### config.mk
export PLATFORM = sky130hd
export DESIGN_NAME = adder_8in
export DESIGN_NICKNAME = d
export VERILOG_FILES = /design/src/rtl/adder_8in.sv
export SDC_FILE = /design/constraint.sdc
export NUM_CORES = 1
export LEC_CHECK = 0
export ABC_AREA = 1
export CELL_PAD_IN_SITES_DETAIL_PLACEMENT = 1
export CELL_PAD_IN_SITES_GLOBAL_PLACEMENT = 2
export CORE_UTILIZATION = 34
export DETAILED_ROUTE_END_ITERATION = 6
export DONT_BUFFER_PORTS = 1
export HOLD_SLACK_MARGIN = 0.03
export PLACE_DENSITY = 0.89
export SLEW_MARGIN = 5
export SYNTH_ARGS = -nofsm -noshare
export SYNTH_HDL_FRONTEND = slang
export SYNTH_SLANG_ARGS = --single-unit
export TNS_END_PERCENT = 10
### constraint.sdc
create_clock -name i_clk -period 2.2 [get_ports i_clk]
set_input_delay 0 -clock i_clk [delete_from_list [all_inputs] [get_ports i_clk]]
set_output_delay 0 -clock i_clk [all_outputs]
set_load 0.03 [all_outputs]
### src/rtl/adder_8in.sv
// adder_8in: eight-operand unsigned adder built as a three-stage registered
// binary tree. A valid bit travels alongside the data so o_valid lines up
// with the sum it qualifies.
//
// Handshake: valid-only streaming. The source may present a new operand set
// on any cycle by raising i_valid; there is no ready/stall, so every set
// sampled with i_valid=1 leaves on o_s exactly three rising edges later,
// qualified by o_valid. o_s is meaningful only while o_valid=1.
module adder_8in #(
    parameter int p_width = 6
) (
    input  logic                 i_clk,
    input  logic                 i_rst,
    input  logic                 i_valid,
    input  logic [2*p_width-1:0] i_a,
    input  logic [2*p_width-1:0] i_b,
    input  logic [2*p_width-1:0] i_c,
    input  logic [2*p_width-1:0] i_d,
    input  logic [2*p_width-1:0] i_e,
    input  logic [2*p_width-1:0] i_f,
    input  logic [2*p_width-1:0] i_g,
    input  logic [2*p_width-1:0] i_h,
    output logic [2*p_width+2:0] o_s,
    output logic                 o_valid
);

    localparam int OW = 2 * p_width;

    // Each tree level grows by one bit, so no level can overflow.
    logic [OW:0]   s1_ab_d, s1_cd_d, s1_ef_d, s1_gh_d;
    logic [OW:0]   s1_ab_q, s1_cd_q, s1_ef_q, s1_gh_q;
    logic [OW+1:0] s2_abcd_d, s2_efgh_d;
    logic [OW+1:0] s2_abcd_q, s2_efgh_q;
    logic [OW+2:0] s3_d, s3_q;
    logic [2:0]    vld_d, vld_q;

    // Next-state for every level of the tree and the valid shift register.
    always_comb begin
        s1_ab_d   = {1'b0, i_a} + {1'b0, i_b};
        s1_cd_d   = {1'b0, i_c} + {1'b0, i_d};
        s1_ef_d   = {1'b0, i_e} + {1'b0, i_f};
        s1_gh_d   = {1'b0, i_g} + {1'b0, i_h};
        s2_abcd_d = {1'b0, s1_ab_q} + {1'b0, s1_cd_q};
        s2_efgh_d = {1'b0, s1_ef_q} + {1'b0, s1_gh_q};
        s3_d      = {1'b0, s2_abcd_q} + {1'b0, s2_efgh_q};
        vld_d     = {vld_q[1:0], i_valid};
    end

    // Pipeline registers: data advances every cycle; reset clears everything,
    // which also flushes any sets still in flight.
    always_ff @(posedge i_clk) begin
        if (i_rst) begin
            s1_ab_q   <= '0;
            s1_cd_q   <= '0;
            s1_ef_q   <= '0;
            s1_gh_q   <= '0;
            s2_abcd_q <= '0;
            s2_efgh_q <= '0;
            s3_q      <= '0;
            vld_q     <= '0;
        end else begin
            s1_ab_q   <= s1_ab_d;
            s1_cd_q   <= s1_cd_d;
            s1_ef_q   <= s1_ef_d;
            s1_gh_q   <= s1_gh_d;
            s2_abcd_q <= s2_abcd_d;
            s2_efgh_q <= s2_efgh_d;
            s3_q      <= s3_d;
            vld_q     <= vld_d;
        end
    end

    // Outputs come straight from the last stage registers.
    assign o_s     = s3_q;
    assign o_valid = vld_q[2];

endmodule

# [Yosys cells after proc, flatten, opt, wreduce, memory -nomap -nowiden]
# Index checks and enable logic that the tools add are counted.
[classes] add_sub_neg=7
[op_table] operator="$add 12x12->13" n=4
[op_table] operator="$add 13x13->14" n=2
[op_table] operator="$add 14x14->15" n=1
[totals] ff_bits=98 output_inout_bits=16 input_bits=99 elab_cells=15

# [Longest topological paths before layout]
[depth] word_depth=1 depth_mapped=12 mapped_depth_nobuf=12

# [Worst setup path before layout]
# No wires, ideal clock.
[synth_path] kind="register -> register" from="register s2_abcd_q[0]" to="register s3_q[12], in the netlist o_s[12]" path_slack_ps=666 path_buffers=0 path_stages_with_launch=12 arrival_ps=1421 path_cell_list="dfxtp_1 > ha_1 > inv_1 > fa_1 > inv_1 > nand3_1 > nand3_1 > nand2_1 > nand3_2 > nand2_1 > nand2_1 > nor2_1"
[synth_via] elab_chain_len=1
[synth_lines] item="start, declared" line="33" source="logic [OW+1:0] s2_abcd_q, s2_efgh_q;"
[synth_lines] item="start signal, assigned" line="57" source="s2_abcd_q <= '0;"
[synth_lines] item="start signal, assigned" line="66" source="s2_abcd_q <= s2_abcd_d;"
[synth_lines] item="$add 14x14->15" line="45" source="s3_d = {1'b0, s2_abcd_q} + {1'b0, s2_efgh_q};"
[synth_lines] item="end signal, assigned" line="59" source="s3_q <= '0;"
[synth_lines] item="end signal, assigned" line="68" source="s3_q <= s3_d;"
[synth_lines] item="end, declared" line="34" source="logic [OW+2:0] s3_d, s3_q;"
# Every way passes these cells.
# A chain may end at the register's enable or synchronous reset.

# [Worst setup path after layout]
[layout_path] from="input port i_h[0]" to="register s1_gh_q[8]"
[layout_via] elab_chain_len=1
[layout_lines] item="start, declared" line="22" source="input logic [2*p_width-1:0] i_h,"
[layout_lines] item="$add 12x12->13" line="42" source="s1_gh_d = {1'b0, i_g} + {1'b0, i_h};"
[layout_lines] item="end signal, assigned" line="65" source="s1_gh_q <= s1_gh_d;"
[layout_lines] item="end, declared" line="31" source="logic [OW:0] s1_ab_q, s1_cd_q, s1_ef_q, s1_gh_q;"
# Every way passes these cells.

==> flow_summary.ini <==
[sta]
post-route-min-period_ps = 2060
hold_violations = 0
setup_viol = 0
worst_clock_skew_ps = 6.86
fmax_mhz = 485
fin_crit_sh_pct = 93.7
relSlewSlack_pct = 56.6
setup_tns_ps = 0
slew_violations = 0
tightest_slew_ps = 650
rsz0062_at_grt = false

[synthesis]
yosysSeqAreaShare_pct = 27.2
synth_cell_type_count = 26
netlist_instances = 1174
netlist_area_um2 = 7220
syn_nets = 1368
synth.avg_cell_area_um2 = 6.15
ys_ff_latch = 98
yosysWarnings = 0

[worst_setup_path]
critPathMaxFanout = 3
endpoint_kind = flip-flop
start_kind = input pin
cp_common_cell = nand2_1
cp_top_family = buffers and inverters
cp_data_arrival_time_ps = 2300
critPathSlowestCell = dlygate4sd3_1
cp.required_ps = 2440
crit_path_max_incr_delay_ps = 550
crit_path_cell_trace = dlygate4sd3_1, ha_1, fa_1, nand2_1, nand3_1, nand3_1, nand2_1, nand2_1, a21oi_1, dlygate4sd3_1
crit_buf_inv = 2
crit_type = in2reg

[clock_network]
cts_buffers = 9
cts.repair.resized = 0
tritoncts = yes
cts_max_level = 3
clock_latency_ps = 350
post_cts_buffers = 0
hold_buffers = 52
clock_path_buffers = 2
cts-root-buf = clkbuf_16
clkTransAtPathRegs_ps = 70
clock_sinks = 98

[pwr]
power_leakage_uw = 0.00467
p_clk_share_pct = 32.0
pwr_density_cell_nw_per_um2 = 726
combPwrFrac_pct = 31.3
p_int_uw = 3990
power_switching_uw = 2130
irDropWorstVdd_uv = 392
seqPwrFrac_pct = 36.7
p_sw_share_pct = 34.8

[finish]
nNetsFinal = 1422
postLayoutCellArea_um2 = 8430
area_growth_pct = 16.7
layout_common_cells = nand2_1, nor2_1, inv_1
drive_gt1_share_pct = 2.27
n_antenna_cell = 0
mostFrequentLayoutCell = nand2_1

[detailed_routing]
routed_wl_um = 20400
firstDrtPassIters = 4
num_vias = 7046
ant_nets = 0
drt_iter0_drc = 151
routedWlPerCell_um = 13.6
post-route-drc-count = 0
vias_per_cell = 4.69

[placed_design]
hpwl_um = 16200
place_area_um2 = 7520
io_buffer_count = 0
gp_congestion = 0.809

[floorplan]
start_util_pct = 35.2
core_um2 = 20500
die_w_um = 148
pin_count = 115
die_area_um2 = 21800
die_y_um = 148
rows = 52

[global_route]
gr-total-overflow = 0
antenna_found_initial = 0
first_global_vias = 7214
grt_max_degree = 43
track_usage_pct = 19.8
grt_pass1_wl_um = 34500

[run_status]
status = complete, no violations

[worst_hold_path]
min-delay-path-class = in2reg

[run]
cap_violations = 0
==> final timing paths <==
kind / from / end / depth (start not counted) / slack [ps]
setup reg to reg: s2_abcd_q[0] / o_s[12] / 11 / 450
hold / removal: i_h[6] / s1_gh_q[6] / 3 / 30
hold reg to reg: vld_q[0] / vld_q[1] / 2 / 410
setup / recovery: i_h[0] / s1_gh_q[8] / 10 / 140
==> kinds of logic (layout without fill, tap and decap cells) <==
| family | after synthesis | count (layout) | share of synthesized area (%) |
|---|---|---|---|
| AO/OA/AOI/OAI | 106 | 106 | 7.62 |
| XOR/XNOR | 3 | 3 | 0.364 |
| adder cells (fa/ha/maj) | 95 | 95 | 17.2 |
| buffers and inverters | 188 | 247 | 10.1 |
| flip-flops | 98 | 98 | 27.2 |
| AND/OR/NAND/NOR | 684 | 684 | 37.6 |
==> per-stage QoR <==
step | util, % | worst slack (ps) | std cells | hold slack [ps] | power (uW)
after floorplan | - | 666 | 1174 | 107 | 3590
after global placement | 36.7 | 542 | 1435 | 80.5 | 4030
after detailed placement | 36.7 | 471 | 1435 | 85.4 | 4080
after CTS | 41.1 | 150 | 1503 | 30.1 | 6180
after global routing | 41.1 | 13.9 | 1503 | 38.1 | 6570
final | 41.1 | 140 | 1503 | 29.0 | 6120
==> cell type report <==
class	count	area [um2]
Sequential cell	98	1960
Clock inverter	6	138
Inverter	178	669
Fill cell	2764	12100
Clock buffer	10	239
Timing Repair Buffer	53	551
Tap cell	270	338
Multi-Input combinational cell	888	4530
==> cell usage after synthesis <==
library cell	number	area [um2]
a21oi_1	73	365
o21ai_2	2	17.5
nand3_2	4	40.0
nand2_1	415	1560
o21ai_1	4	20.0
nand3b_1	1	7.51
buf_4	1	7.51
a21o_1	4	30.0
ha_1	88	1100
o21ai_0	22	110
nand3_1	69	345
or2_0	3	18.8
nor2_2	2	12.5
clkinv_2	1	5.00
nor2_1	182	683
xor2_1	3	26.3
inv_1	177	664
buf_2	4	20.0
clkbuf_8	1	13.8
a211oi_1	1	7.51
and2_1	6	37.5
or2_1	1	6.26
fa_1	7	140
dfxtp_1	98	1960
nand2_2	1	6.26
clkbuf_1	4	15.0
==> power groups by stage <==
stage / registers [uW] / logic (uW) / clock network, uW
2_1_floorplan: 2230 / 1360 / 0
3_3_place_gp: 2280 / 1750 / 0
6_report: 2240 / 1920 / 1960
5_1_grt: 2270 / 2220 / 2090
3_5_place_dp: 2290 / 1790 / 0
4_1_cts: 2250 / 1930 / 2000
==> metal layers <==
layer	GRT usage (%)	share of wire (%)
met1	25.5	50
met2	34.5	46
met3	2.65	2.6
met4	5.72	1.6
met5	0	0
==> sequential cells by signal (all words and copies together) (netlist names) <==
register and cells:
o_s 15, s2_efgh_q 14, s1_ef_q 13, s1_cd_q 13, s2_abcd_q 14, s1_ab_q 13
s1_gh_q 13, vld_q 3
==> worst reg2reg max path: stages (launching register included) <==
cell,delay [ps]
dfxtp_1,320
ha_1,180
inv_1,70
fa_1,400
inv_1,120
nand3_1,70
nand3_1,160
nand2_1,90
nand3_2,70
nand2_1,50
nand2_1,60
nor2_1,50
Note: power is estimated with default switching activity, not from simulation.
